$ cat src/rtl/gray_cap_pkg.sv
// rtl/gray_cap_pkg.sv - shared types and constants for the grayscale frame capture path
package gray_cap_pkg;

    // Default frame geometry and frame-buffer address width.
    localparam int H_RES_DEF    = 320;
    localparam int V_RES_DEF    = 240;
    localparam int ADDR_W_DEF   = 17;
    localparam int FRAME_PIXELS = H_RES_DEF * V_RES_DEF;

    typedef enum logic [1:0] {
        ST_IDLE    = 2'd0,
        ST_ARMED   = 2'd1,
        ST_CAPTURE = 2'd2,
        ST_DONE    = 2'd3
    } cap_state_t;

    // Pixels in one frame of the given geometry.
    function automatic int frame_pixels(input int h_res, input int v_res);
        return h_res * v_res;
    endfunction

    // The block reports busy in every state except IDLE.
    function automatic logic state_is_busy(input cap_state_t s);
        return (s != ST_IDLE);
    endfunction

endpackage

$ cat src/rtl/gray_frame_capture_if.sv
// rtl/gray_frame_capture_if.sv - pixel stream, control and frame-buffer write port bundle
//
// slave  : the capture controller (consumes the stream, drives the BRAM port and status)
// master : the environment (converter output, host control, BRAM/status observer)
//
// gray_in/pixel_valid_in/frame_done_in : grayscale stream and frame qualifier
// capture_req/continuous               : host capture control
// bram_we/bram_addr/bram_din           : frame-buffer write port
// busy/capture_done/frame_short/overflow : host status
interface gray_frame_capture_if
    import gray_cap_pkg::*;
#(
    parameter int ADDR_W = ADDR_W_DEF
);
    logic [7:0]        gray_in;
    logic              pixel_valid_in;
    logic              frame_done_in;
    logic              capture_req;
    logic              continuous;
    logic              bram_we;
    logic [ADDR_W-1:0] bram_addr;
    logic [7:0]        bram_din;
    logic              busy;
    logic              capture_done;
    logic              frame_short;
    logic              overflow;

    modport slave (
        input  gray_in, pixel_valid_in, frame_done_in, capture_req, continuous,
        output bram_we, bram_addr, bram_din, busy, capture_done, frame_short, overflow
    );

    modport master (
        output gray_in, pixel_valid_in, frame_done_in, capture_req, continuous,
        input  bram_we, bram_addr, bram_din, busy, capture_done, frame_short, overflow
    );
endinterface

$ cat src/rtl/frame_edge_det.sv
// rtl/frame_edge_det.sv - start/end-of-frame pulse generator from frame_done_in
//
// clk_in, rst_in_n : pixel clock, synchronous active-low reset
// frame_done_in    : high during vertical blanking
// sof              : frame_done_in fell (previous registered 1, current 0)
// eof              : frame_done_in rose (previous registered 0, current 1)
module frame_edge_det (
    input  logic clk_in,
    input  logic rst_in_n,
    input  logic frame_done_in,
    output logic sof,
    output logic eof
);
    logic fd_d;
    logic fd_q;

    always_comb begin
        fd_d = frame_done_in;
    end

    // Resetting to 0 means a frame already streaming out of reset never
    // produces a start-of-frame; only a later blanking-to-active fall does.
    always_ff @(posedge clk_in) begin
        if (!rst_in_n) begin
            fd_q <= 1'b0;
        end else begin
            fd_q <= fd_d;
        end
    end

    assign sof = fd_q & ~frame_done_in;
    assign eof = ~fd_q & frame_done_in;

endmodule

$ cat src/rtl/gray_frame_capture.sv
// rtl/gray_frame_capture.sv - frame capture sequencer driving the frame-buffer BRAM write port
//
// clk_in   : pixel clock, rising edge
// rst_in_n : synchronous active-low reset
// bus      : slave side of gray_frame_capture_if (stream in, control in,
//            BRAM write port out, busy/capture_done/frame_short/overflow out)
module gray_frame_capture
    import gray_cap_pkg::*;
#(
    parameter int H_RES  = H_RES_DEF,
    parameter int V_RES  = V_RES_DEF,
    parameter int ADDR_W = ADDR_W_DEF
) (
    input  logic                  clk_in,
    input  logic                  rst_in_n,
    gray_frame_capture_if.slave   bus
);
    localparam int                FRAME_PIX_I = frame_pixels(H_RES, V_RES);
    localparam logic [ADDR_W-1:0] FRAME_PIX   = FRAME_PIX_I[ADDR_W-1:0];

    logic sof;
    logic eof;

    frame_edge_det u_edge (
        .clk_in        (clk_in),
        .rst_in_n      (rst_in_n),
        .frame_done_in (bus.frame_done_in),
        .sof           (sof),
        .eof           (eof)
    );

    cap_state_t        state_d, state_q;
    logic [ADDR_W-1:0] cnt_d, cnt_q;
    logic              pend_d, pend_q;
    logic              bram_we_d, bram_we_q;
    logic [ADDR_W-1:0] bram_addr_d, bram_addr_q;
    logic [7:0]        bram_din_d, bram_din_q;
    logic              busy_d, busy_q;
    logic              capture_done_d, capture_done_q;
    logic              frame_short_d, frame_short_q;
    logic              overflow_d, overflow_q;
    logic              pix_ok;

    assign pix_ok = bus.pixel_valid_in & ~bus.frame_done_in;

    always_comb begin
        state_d        = state_q;
        cnt_d          = cnt_q;
        pend_d         = pend_q;
        bram_we_d      = 1'b0;
        bram_addr_d    = bram_addr_q;
        bram_din_d     = bram_din_q;
        capture_done_d = 1'b0;
        frame_short_d  = frame_short_q;
        overflow_d     = overflow_q;

        unique case (state_q)
            ST_IDLE: begin
                if (bus.capture_req || bus.continuous) begin
                    state_d       = ST_ARMED;
                    pend_d        = 1'b0;
                    frame_short_d = 1'b0;
                    overflow_d    = 1'b0;
                end
            end

            ST_ARMED: begin
                // Requests while armed carry no extra meaning; one frame is
                // already pending.
                if (sof) begin
                    state_d = ST_CAPTURE;
                    cnt_d   = '0;
                    // A pixel coincident with the start-of-frame edge is the
                    // first pixel of the frame and lands at address 0.
                    if (pix_ok) begin
                        bram_we_d   = 1'b1;
                        bram_addr_d = '0;
                        bram_din_d  = bus.gray_in;
                        cnt_d       = {{(ADDR_W-1){1'b0}}, 1'b1};
                    end
                end
            end

            ST_CAPTURE: begin
                if (bus.capture_req) begin
                    pend_d = 1'b1;
                end
                if (eof) begin
                    state_d = ST_DONE;
                    if (cnt_q < FRAME_PIX) begin
                        frame_short_d = 1'b1;
                    end
                end else if (pix_ok) begin
                    if (cnt_q < FRAME_PIX) begin
                        bram_we_d   = 1'b1;
                        bram_addr_d = cnt_q;
                        bram_din_d  = bus.gray_in;
                        cnt_d       = cnt_q + 1'b1;
                    end else begin
                        // Counter holds at FRAME_PIX; excess pixels are dropped.
                        overflow_d = 1'b1;
                    end
                end
            end

            ST_DONE: begin
                capture_done_d = 1'b1;
                pend_d         = 1'b0;
                if (bus.continuous || pend_q || bus.capture_req) begin
                    state_d = ST_ARMED;
                end else begin
                    state_d = ST_IDLE;
                end
            end

            default: begin
                state_d = ST_IDLE;
            end
        endcase

        busy_d = state_is_busy(state_d);
    end

    always_ff @(posedge clk_in) begin
        if (!rst_in_n) begin
            state_q        <= ST_IDLE;
            cnt_q          <= '0;
            pend_q         <= 1'b0;
            bram_we_q      <= 1'b0;
            bram_addr_q    <= '0;
            bram_din_q     <= '0;
            busy_q         <= 1'b0;
            capture_done_q <= 1'b0;
            frame_short_q  <= 1'b0;
            overflow_q     <= 1'b0;
        end else begin
            state_q        <= state_d;
            cnt_q          <= cnt_d;
            pend_q         <= pend_d;
            bram_we_q      <= bram_we_d;
            bram_addr_q    <= bram_addr_d;
            bram_din_q     <= bram_din_d;
            busy_q         <= busy_d;
            capture_done_q <= capture_done_d;
            frame_short_q  <= frame_short_d;
            overflow_q     <= overflow_d;
        end
    end

    assign bus.bram_we      = bram_we_q;
    assign bus.bram_addr    = bram_addr_q;
    assign bus.bram_din     = bram_din_q;
    assign bus.busy         = busy_q;
    assign bus.capture_done = capture_done_q;
    assign bus.frame_short  = frame_short_q;
    assign bus.overflow     = overflow_q;

endmodule

$ cat src/flat_wrapper.sv
// flat-port wrapper written by rule: the top's interface ports become plain ports
module gray_frame_capture_flat import gray_cap_pkg::*;
#(
    parameter int H_RES  = H_RES_DEF,
    parameter int V_RES  = V_RES_DEF,
    parameter int ADDR_W = ADDR_W_DEF
)
  (clk_in, rst_in_n, bus_gray_in, bus_pixel_valid_in, bus_frame_done_in, bus_capture_req, bus_continuous, bus_bram_we, bus_bram_addr, bus_bram_din, bus_busy, bus_capture_done, bus_frame_short, bus_overflow);
  gray_frame_capture_if #(.ADDR_W(ADDR_W)) bus_i ();
  input  logic clk_in;
  input  logic rst_in_n;
  input wire logic [$bits(bus_i.gray_in)-1:0] bus_gray_in;
  input wire logic [$bits(bus_i.pixel_valid_in)-1:0] bus_pixel_valid_in;
  input wire logic [$bits(bus_i.frame_done_in)-1:0] bus_frame_done_in;
  input wire logic [$bits(bus_i.capture_req)-1:0] bus_capture_req;
  input wire logic [$bits(bus_i.continuous)-1:0] bus_continuous;
  output wire logic [$bits(bus_i.bram_we)-1:0] bus_bram_we;
  output wire logic [$bits(bus_i.bram_addr)-1:0] bus_bram_addr;
  output wire logic [$bits(bus_i.bram_din)-1:0] bus_bram_din;
  output wire logic [$bits(bus_i.busy)-1:0] bus_busy;
  output wire logic [$bits(bus_i.capture_done)-1:0] bus_capture_done;
  output wire logic [$bits(bus_i.frame_short)-1:0] bus_frame_short;
  output wire logic [$bits(bus_i.overflow)-1:0] bus_overflow;
  assign bus_i.gray_in = bus_gray_in;
  assign bus_i.pixel_valid_in = bus_pixel_valid_in;
  assign bus_i.frame_done_in = bus_frame_done_in;
  assign bus_i.capture_req = bus_capture_req;
  assign bus_i.continuous = bus_continuous;
  assign bus_bram_we = bus_i.bram_we;
  assign bus_bram_addr = bus_i.bram_addr;
  assign bus_bram_din = bus_i.bram_din;
  assign bus_busy = bus_i.busy;
  assign bus_capture_done = bus_i.capture_done;
  assign bus_frame_short = bus_i.frame_short;
  assign bus_overflow = bus_i.overflow;
  gray_frame_capture #(.H_RES(H_RES), .V_RES(V_RES), .ADDR_W(ADDR_W)) u_core (.clk_in(clk_in), .rst_in_n(rst_in_n), .bus(bus_i));
endmodule
$ cat config.mk
export PLATFORM = sky130hd
export DESIGN_NAME = gray_frame_capture_flat
export DESIGN_NICKNAME = d
export VERILOG_FILES = /design/src/rtl/gray_cap_pkg.sv /design/src/rtl/gray_frame_capture_if.sv /design/src/rtl/frame_edge_det.sv /design/src/rtl/gray_frame_capture.sv /design/src/flat_wrapper.sv
export SDC_FILE = /design/constraint.sdc
export NUM_CORES = 1
export LEC_CHECK = 0
export CAP_MARGIN = 15
export CORE_ASPECT_RATIO = 0.7
export CORE_MARGIN = 2
export CORE_UTILIZATION = 55
export DETAILED_ROUTE_END_ITERATION = 16
export GPL_TIMING_DRIVEN = 0
export HOLD_SLACK_MARGIN = 0.15
export PLACE_DENSITY = 0.84
export SYNTH_ARGS = -nofsm -noshare
export SYNTH_HDL_FRONTEND = slang
export SYNTH_SLANG_ARGS = --single-unit
$ cat constraint.sdc
create_clock -name clk_in -period 3.3 [get_ports clk_in]
set_clock_uncertainty 0.05 [all_clocks]
set_input_delay 0.66 -clock clk_in [delete_from_list [all_inputs] [get_ports clk_in]]
set_output_delay 0.66 -clock clk_in [all_outputs]
set_load 0.05 [all_outputs]
# [Word level (Yosys, flattened, before mapping)]
# Cells that the tools add are included.
[op_classes] reduce_logical=13 n_eq_ne=12 order_cmp=1 add_sub_neg=1 bitwise=5 muxes=40
[ops] operator="2-to-1 mux 17 bit" count=9
[ops] operator="case mux 17 bit (2 select lines)" count=2
[ops] operator="2-to-1 mux 8 bit" count=5
[ops] operator="adder 17 x 1 -> 17 bit (second input constant)" count=1
[ops] operator="< comparator 17 bit (second input constant)" count=1
[ops] operator="case mux 8 bit (2 select lines)" count=1
[ops] operator="2-to-1 mux 1 bit" count=15
[ops] operator="!= test 2 x 1 -> 1 bit (second input constant)" count=6
[ops] operator="AND reduction 5 bit" count=2
[ops] operator="case mux 2 bit (4 select lines)" count=1
[ops] operator="2-to-1 mux 2 bit" count=3
[ops] operator="!= test 2 bit (second input constant)" count=3
[ops] operator="case mux 1 bit (2 select lines)" count=3
[ops] operator="AND reduction 6 bit" count=1
[ops] operator="nonzero test 2 bit" count=3
[ops] operator="== test 2 bit (second input constant)" count=2
[ops] operator="AND reduction 4 bit" count=1
[ops] operator="bitwise AND 1 bit" count=3
[ops] operator="logical OR 1 bit" count=3
[ops] operator="case mux 1 bit (3 select lines)" count=1
[ops] operator="AND reduction 3 bit" count=1
[ops] operator="nonzero test 3 bit" count=1
[ops] operator="== test 2 x 1 -> 1 bit (second input constant)" count=1
[ops] operator="zero test 2 bit" count=1
[ops] operator="inverter 1 bit" count=2
[totals] ff_bits=51 input_bits=14 output_inout_bits=30

# [Logic depth before layout (Yosys ltp)]
# Gate-level depths: netlist (run 1).
[depth] word_depth=5 ltp_mapped=9 depth_no_buf=7

# [Cells and area by module]
# From an unflattened synthesis (run 1), not the netlist that was laid out.
[hier_totals] hier_cells=279 hier_area_um2=2348.5
[by_module_without_submodules] mod="gray_frame_capture" cells_each=275 area_per_inst_um2=2309.7 seq_area_each_um2=1001.0 instances=1
[by_module_without_submodules] mod="frame_edge_det" cells_each=4 area_per_inst_um2=38.8 seq_area_each_um2=20.0 instances=1

# [Least setup slack after synthesis (run 1)]
# No wires, ideal clock.
[synth_timing] path_kind="register to register" startpoint="reg u_core.state_q[0]" endpoint="reg u_core.cnt_q[10]" required_time_ns=3.164 setup_slack_ns=1.212 t_arrival_ns=1.953 path_stages_with_launch=7 cell_sequence="dfxtp_1 inv_1 ha_1 a21boi_1 o21ai_2 or4_1 a211oi_1"
[synth_via] elab_chain_cells=3
[synth_lines] item="start: declaration" line="gray_frame_capture.sv:32" source="cap_state_t state_d, state_q;"
[synth_lines] item="start signal: assignment" line="gray_frame_capture.sv:137" source="state_q <= state_d;"
[synth_lines] item="== test 2 bit or == test 2 x 1 -> 1 bit (tied branches)" line="gray_frame_capture.sv:57" source="unique case (state_q)"
[synth_lines] item="!= test 2 bit (no line) (tied with other cells)"
[synth_lines] item="AND reduction 5 bit (no line)"
[synth_lines] item="end signal: assignment" line="gray_frame_capture.sv:138" source="cnt_q <= cnt_d;"
[synth_lines] item="end: declaration" line="gray_frame_capture.sv:33" source="logic [ADDR_W-1:0] cnt_d, cnt_q;"
# Several ways; a longest one is shown, not always the timed one.
# A chain may end at the register's enable or synchronous reset.

# [Final worst setup path (run 1)]
[layout_timing] startpoint="in bus_frame_done_in" endpoint="reg u_core.bram_addr_q[2] (netlist: u_core.bus.bram_addr[2])"
[layout_via] elab_chain_cells=4
[layout_lines] item="start: declaration" line="flat_wrapper.sv:14" source="input wire logic [$bits(bus_i.frame_done_in)-1:0] bus_frame_done_in;"
[layout_lines] item="inverter 1 bit" line="frame_edge_det.sv:31, gray_frame_capture.sv:44"
[layout_lines] item="bitwise AND 1 bit, on equally long branches" line="gray_frame_capture.sv:44, frame_edge_det.sv:31"
[layout_lines] item="!= test 2 x 1 -> 1 bit (no line)"
[layout_lines] item="AND reduction 6 bit (no line) (*)"
[layout_lines] item="end signal: assignment" line="gray_frame_capture.sv:141" source="bram_addr_q <= bram_addr_d;"
[layout_lines] item="end: declaration" line="gray_frame_capture.sv:36" source="logic [ADDR_W-1:0] bram_addr_d, bram_addr_q;"
# Mark *: on every way between the ends. The rest lies on a longest branch, timed or not.

==> results of run 1 <==
## cells in the final DEF (no fill, tap or decap), types with 2 or more instances in the layout
cell type and n:
nand4b_1 2, a22o_1 17, and4b_1 2, nor4_1 3, o211ai_1 6, o21ai_0 18
nand3_1 17, nand2_1 23, clkdlybuf4s50_1 42, a21oi_1 13, a31oi_1 5, a211oi_1 2
nor2b_1 2, or4_1 4, nor2_1 12, o21ai_2 3, and2_1 2, dfxtp_1 51
buf_2 5, or2_2 2, o31ai_1 4, and3_1 3, clkbuf_1 11, ha_1 6
clkbuf_8 5, nand4_1 7, or3_1 4, a32oi_1 2, a21boi_0 2, o211a_1 2
inv_1 6, mux2i_1 2, o21a_1 2
## routing by layer
layer,wire [um],vias up
li1,-,1040
met1,2695,1001
met2,2461,99
met3,468,8
met4,68,0
met5,0,-
## sequential cells by signal, indices dropped and copies added, names as in the netlist
name / count
u_core.bus.capture_done: 1
u_core.bus.busy: 1
u_core.bus.bram_we: 1
u_core.u_edge.fd_q: 1
u_core.bus.bram_din: 8
u_core.bus.overflow: 1
u_core.bus.bram_addr: 17
u_core.pend_q: 1
u_core.cnt_q: 17
u_core.bus.frame_short: 1
u_core.state_q: 2
## worst register-to-register path, cell delays in order, from the launching register on
cell      delay, ns
dfxtp_1        0.37
inv_1          0.11
ha_1           0.20
buf_2          0.24
clkinv_1       0.34
o21ai_2        0.50
buf_2          0.33
o211ai_1       0.15
o41ai_1        0.10
## stage by stage
stage | setup WS [ns] | power, uW
global route | 0.5360 | 1143
CTS | 0.6942 | 1104
floorplan | 1.212 | 719.6
global placement | 0.4536 | 763.2
finish | 0.6698 | 1099
detailed placement | 0.3845 | 764.4
## area by class of cell
class / count / area (um^2) / share of cell area, %
plain buffers: 16 / 73.82 / 2.597
clock buffers: 7 / 76.32 / 2.685
clock inverters: 1 / 5.005 / 0.1761
inverters: 7 / 26.28 / 0.9243
multi-input cells: 179 / 1155 / 40.63
flip-flops and latches: 51 / 1021 / 35.92
well taps: 52 / 65.06 / 2.289
repair buffers: 42 / 420.4 / 14.79
## power by group through the flow
stage / registers [uW] / clock network, uW / logic [uW]
2_1_floorplan: 659 / 0 / 60.1
3_3_place_gp: 644 / 0 / 119
3_5_place_dp: 644 / 0 / 120
4_1_cts: 630 / 353 / 121
5_1_grt: 631 / 380 / 131
6_report: 630 / 347 / 123
## kinds of logic after synthesis
kind of cell	after synthesis	synth area share (%)
multiplexers	2	0.8796
flip-flops	51	44.86
AO/OA/AOI/OAI	83	25.84
AND/OR/NAND/NOR	88	20.73
buffers and inverters	23	4.397
adder cells (fa/ha/maj)	6	3.298
## worst paths after layout
check                                      start                                    to  slack (ns)  cells past startpoint
max                            bus_frame_done_in  u_core.bus.bram_addr[2]$_SDFFE_PN0P_        0.67                      7
min          u_core.bus.bram_din[2]$_SDFFE_PN0P_   u_core.bus.bram_din[2]$_SDFFE_PN0P_        0.41                      2
max reg2reg         u_core.state_q[0]$_SDFF_PN0_          u_core.cnt_q[6]$_SDFFE_PN0P_        0.82                      8
min reg2reg  u_core.bus.bram_din[2]$_SDFFE_PN0P_   u_core.bus.bram_din[2]$_SDFFE_PN0P_        0.41                      2
==> impl_results.md, run 1 <==
- Status: completed
- Global-route wire length before repair: 9301 um
- Met1 Use GR: 37.30%
- Antenna Cells: 0
- Post-Place Cell Area: 0.002761 mm^2
- Drt pass-1 iters: 4
- Final core utilization: 72.04%
- Core area: 0.003946 mm^2
- Hold crit path type: flip-flop to flip-flop
- Sequential share of power: 57.3%
- M3 GR Usage: 7.165%
- # resized after CTS: 0
- Drt wl/cell: 16.04 um
- Final net count: 322
- CTS clk-pin slew, worst paths: 0.09 ns
- Num Clock Sinks: 51
- RSZ-0062 raised after global routing: false
- Area contributors post-synth: dfxtp_1 45%, a22o_1 6.5%, o21ai_0 4.0%
- CTS tree: done
- P per Cell Area: 386.8 mW/mm^2
- Post-synthesis cell area: 0.002276 mm^2
- Routed vias/inst: 6.051
- Avg Cell Area, Syn: about 9 um^2
- Worst relative slew slack: 61.52%
- Final min period: 2.630 ns
- Finished Layout Cells: 355
- Fin area: 0.002843 mm^2
- Register area share after synthesis: ~45%
- Ys async rst share: 0%
- # hold bufs at CTS: 0
- Most frequent CP cell: clkbuf_1
- Clk buf depth: 2
- Leakage: 0.0009837 uW
- Switching Share: 25.70%
- Final ANT Viol Nets: 0
- Initial antenna violation count: 0
- Startpoint types: primary input
- Setup TNS: 0 ns
- Gpl congestion: 0.9412
- Critical path class: primary input to flip-flop
- Post-synth EDFFs: 0
- Slew @ Worst Pin: around 0.58 ns
- Setup bufs post-CTS: 0
- Critical Path Max Stage Delay: 0.46 ns
- Sw power: about 280 uW
- Count leader, synth: dfxtp_1
- Most common flop cell mapped by yosys: dfxtp_1
- Post-Synthesis Cells: 253
- Starting Density: 57.67%
- Seq cells post-synth: a little over 50
- Clock group share of total power: between 30% and 40%
- Final setup viols: 0
- Number of fill cells in the layout: 326
- Arrival time worst endpoint: between 2 and 3 ns
- Post-synth top cells: 51 x dfxtp_1, 23 x nand2_1, 18 x o21ai_0
- CP max stage cell: clkdlybuf4s50_1
- IO buf count: 42
- Crit-path cells: clkdlybuf4s50_1 -> and2b_2 -> o21a_1 -> and3_1 -> clkbuf_1 -> clkbuf_1 -> a22o_1
- Synth unique cells: 46
- WP buf/inv: 3
- Synth-to-layout area growth: 24.90%
- Int Pwr: 816.9 uW
- Rows: 19
- Htree depth: 2
- TritonCTS buffer count: 5
- Crit Path Max Fanout: 10
- Full die area: roughly 0.0047 mm^2
- Final WL: 5694 um
- Die width: 80.89 um
- Fmax: about 380 MHz
- Peak VDD IR: between 0.2 and 0.3 mV
- Yosys warns: 0
- Syn nets: 273
- Max cap viols: 0
- Gr usage total: 25.80%
- Remaining Overflow, GRT: 0
- Critical Path RT: 3.50 ns
- Layout cells sized above 1: 6.931%
- Max-slew violation count: 0
- Vias: 2148
- Final hold violations: 0
- Final Cycle Share: 79.70%
- Top cell type's share of synthesized area: 44.86%
- Grt met2 use: between 30% and 40%
- IO Pins: 44
- Worst skew pair latency: approximately 0.3 ns
- DR iter-0 viols: 208
- GRT Max-Usage Layer: met1
- Crit path max-delay family: buffers and inverters
- Root Buffer: clkbuf_8
- Comb power frac: between 10% and 20%
- Largest net degree at the start of global routing: 15
- Synth area leader: dfxtp_1
- Vias in the first global route: 2033
- Final hold slack: 0.4114 ns
- Chip Height: ~58 um
- DP Wirelength: about 4000 um
- Worst setup EP type: flip-flop
- Placed cells: 347
- Drc violations: 0
Note: power is estimated with default switching activity, not from simulation.
==> inputs of run 2 (changes only) <==
--- a/config.mk
+++ b/config.mk
@@ -8,11 +8,11 @@
 export CAP_MARGIN = 15
 export CORE_ASPECT_RATIO = 0.7
 export CORE_MARGIN = 2
-export CORE_UTILIZATION = 55
+export CORE_UTILIZATION = 51
 export DETAILED_ROUTE_END_ITERATION = 16
 export GPL_TIMING_DRIVEN = 0
 export HOLD_SLACK_MARGIN = 0.15
-export PLACE_DENSITY = 0.84
+export PLACE_DENSITY = 0.79
 export SYNTH_ARGS = -nofsm -noshare
 export SYNTH_HDL_FRONTEND = slang
 export SYNTH_SLANG_ARGS = --single-unit
==> constraint.sdc (replaced) <==
create_clock -name clk_in -period 2.7 [get_ports clk_in]
set_clock_uncertainty 0.05 [all_clocks]
set_input_delay 0.54 -clock clk_in [delete_from_list [all_inputs] [get_ports clk_in]]
set_output_delay 0.54 -clock clk_in [all_outputs]
set_load 0.05 [all_outputs]
==> run 2 against run 1 <==
Die area grew 7.4%. Design area increased by 0.35%. Largest power group unchanged. Critical endpoint is now u_core.bus.bram_addr[8]$_SDFFE_PN0P_. Sequential power grew 22%. Critical path depth unchanged. Worst hold slack about the same. Clock power is 27% higher. Utilization down 5.8 points. Combinational power grew 22%. Power grew 24%. Sequential share of layout area down 0.13 points. First-iteration DRC count shrank 36%.
==> impl_results.md, run 2 (synthesis results as in run 1) <==
- Status: completed
- Synth-to-layout area growth: 25.34%
- Critical path class: primary input to flip-flop
- Final setup viols: 0 (unchanged)
- Arrival time worst endpoint: 2.67 ns (-0.16 ns)
- Gr usage total: 23.55% (-2.3 points)
- Die width: 83.85 um (+3.7%)
- Hold Path End: u_core.bus.bram_din[3]$_SDFFE_PN0P_
- Most common cell after layout, fill and taps aside: dfxtp_1
- Number of stages on the worst setup path: 7 (unchanged)
- Htree depth: 2 (unchanged)
- Slew @ Worst Pin: 0.5912 ns (+0.01403 ns)
- Critical Path Max Stage Delay: 0.47 ns (about the same)
- Root Buffer: clkbuf_8
- CP max stage cell: clkdlybuf4s50_1
- Vias in the first global route: 1970 (-3.1%)
- Worst reg-to-reg path cell count: 6 (-2)
- Drt wl/cell: 15.69 um (-2.2%)
- Setup slack at placement: -0.05518 ns (-0.4397 ns)
- Num Clock Sinks: 51 (unchanged)
- Peak VDD IR: 0.2702 mV (-9.5%)
- Drt pass-1 iters: 6 (+2)
- Final Cycle Share: 91.67%
- Int Pwr: 1018 uW (+25%)
- Drc violations: 0 (unchanged)
- Clk buf depth: 2 (unchanged)
- Final net count: 322 (unchanged)
- Final ANT Viol Nets: 0 (unchanged)
- Layout cells sized above 1: 7.285% (+0.35 points)
- Clock group share of total power: 32.5% (+1.0 points)
- Worst skew pair latency: 0.30 ns (about the same)
- Startpoint types: primary input
- Crit-path cells: clkdlybuf4s50_1 -> and2b_2 -> o21a_1 -> and3_1 -> clkbuf_1 -> clkbuf_1 -> a22o_1
- Sequential share of power: 56.5% (-0.8 points)
- Leakage: 0.0009885 uW (+0.49%)
- CTS clk-pin slew, worst paths: 0.09 ns (about the same)
- P per Cell Area: 477.7 mW/mm^2 (+24%)
- Final WL: 5600 um (-1.7%)
- Worst R2R Start: u_core.state_q[0]$_SDFF_PN0_
- Switching Share: 25.32% (-0.38 points)
- Core area: 0.004304 mm^2 (+9.1%)
- Number of fill cells in the layout: 366 (+12%)
- IO buf count: 42 (unchanged)
- Fmax: about 400 MHz
- WP buf/inv: 3 (unchanged)
- Full die area: 0.005021 mm^2 (+7.4%)
- Final hold slack: 0.4112 ns (-0.0001800 ns)
- Sw power: 345.1 uW (+22%)
- Largest net degree at the start of global routing: 15 (unchanged)
- Reg2reg end: u_core.cnt_q[10]$_SDFFE_PN0P_
- Worst setup EP type: flip-flop
- Rows: 20 (+1)
- Final core utilization: 66.28% (-5.8 points)
- DR iter-0 viols: 134 (-36%)
- Chip Height: 59.89 um (+3.6%)
- Gpl congestion: 0.8888 (-5.6%)
- Comb power frac: 11.0% (-0.2 points)
- Critical Path RT: 2.90 ns (-0.60 ns)
- Area of the multi-input gates: 0.001155 mm^2 (unchanged)
- Antenna Cells: 0 (unchanged)
- Vias: 2112 (-1.7%)
- # hold bufs at CTS: 0 (unchanged)
- Hold depth: 2 (unchanged)
- Max cap viols: 0 (unchanged)
- IO Pins: 44 (unchanged)
- TritonCTS buffer count: 5 (unchanged)
- CTS tree: done
- Crit path max-delay family: buffers and inverters
- Worst relative slew slack: 60.58% (-0.94 points)
- Max-slew violation count: 0 (unchanged)
- Most frequent CP cell: clkbuf_1
- Most frequent cells in the layout: 51 x dfxtp_1, 42 x clkdlybuf4s50_1, 23 x nand2_1, 18 x o21ai_0
- Post-route setup slack: 0.2248 ns (-0.4450 ns)
- RSZ-0062 raised after global routing: false
- Hold Path Origin: u_core.bus.bram_din[3]$_SDFFE_PN0P_
- Routed vias/inst: 5.916 (-2.2%)
- R2R Setup Slk: 0.24 ns (-0.58 ns)
- Setup bufs post-CTS: 0 (unchanged)
- Global-route wire length before repair: 9418 um (+1.3%)
- # resized after CTS: 0 (unchanged)
- Initial antenna violation count: 0 (unchanged)
- Hold crit path type: flip-flop to flip-flop
- DP Wirelength: 3972 um (+1.2%)
- Remaining Overflow, GRT: 0 (unchanged)
- Starting Density: 52.88% (-4.8 points)
- Crit Path Max Fanout: 10 (unchanged)
- Register area: 0.001021 mm^2 (unchanged)
- Design Power: 1363 uW (+24%)
- Final min period: 2.475 ns
- Final hold violations: 0 (unchanged)
-- run 2: area by class of cell --
type,count,share of cell area (%)
Buffer,16,2.588
Clock buffer,6,2.895
Clock inverter,1,0.1754
Inverter,7,0.9211
Multi-Input combinational cell,179,40.48
Sequential cell,51,35.79
Tap cell,55,2.412
Timing Repair Buffer,42,14.74
-- run 2: worst max path at each step --
stage	start	slack, ns	endpoint
6_report	bus_frame_done_in	0.22	u_core.bus.bram_addr[8]$_SDFFE_PN0P_
5_1_grt	bus_frame_done_in	0.04	u_core.bus.bram_addr[1]$_SDFFE_PN0P_
4_1_cts	bus_frame_done_in	0.25	u_core.bus.bram_addr[2]$_SDFFE_PN0P_
3_5_place_dp	bus_frame_done_in	-0.06	u_core.bus.bram_addr[9]$_SDFFE_PN0P_
3_3_place_gp	bus_frame_done_in	-0.04	u_core.bus.bram_addr[3]$_SDFFE_PN0P_
2_1_floorplan	u_core.state_q[0]$_SDFF_PN0_	0.61	u_core.cnt_q[10]$_SDFFE_PN0P_
-- run 2: metrics by stage --
stage / std cells / setup TNS (ns) / area, um^2
floorplan: 253 / 0 / 2276
global placement: 350 / -0.3071 / 2765
detailed placement: 350 / -0.4939 / 2765
CTS: 357 / 0 / 2853
global route: 357 / 0 / 2853
finish: 357 / 0 / 2853
-- run 2: worst reg2reg max path, cell delays in order, from the launching register on --
cell      delay [ns]
dfxtp_1         0.45
inv_1           0.11
ha_1            0.38
a21boi_1        0.36
o21ai_2         0.22
or4_1           0.55
a211oi_1        0.25
-- run 2: power by group through the flow --
stage / combinational [uW] / clock [uW] / sequential (uW)
6_report: 150 / 442 / 770
2_1_floorplan: 73.5 / 0 / 806
5_1_grt: 162 / 484 / 772
4_1_cts: 148 / 448 / 770
3_3_place_gp: 146 / 0 / 787
3_5_place_dp: 147 / 0 / 788
-- run 2: routing by layer --
layer	vias to the layer above	track usage, %	share of wire, %
met5	-	0	0
met4	0	8.986	0.91
met3	8	4.972	6.9
met2	90	34.29	41
met1	967	34.42	51
li1	1047	-	-
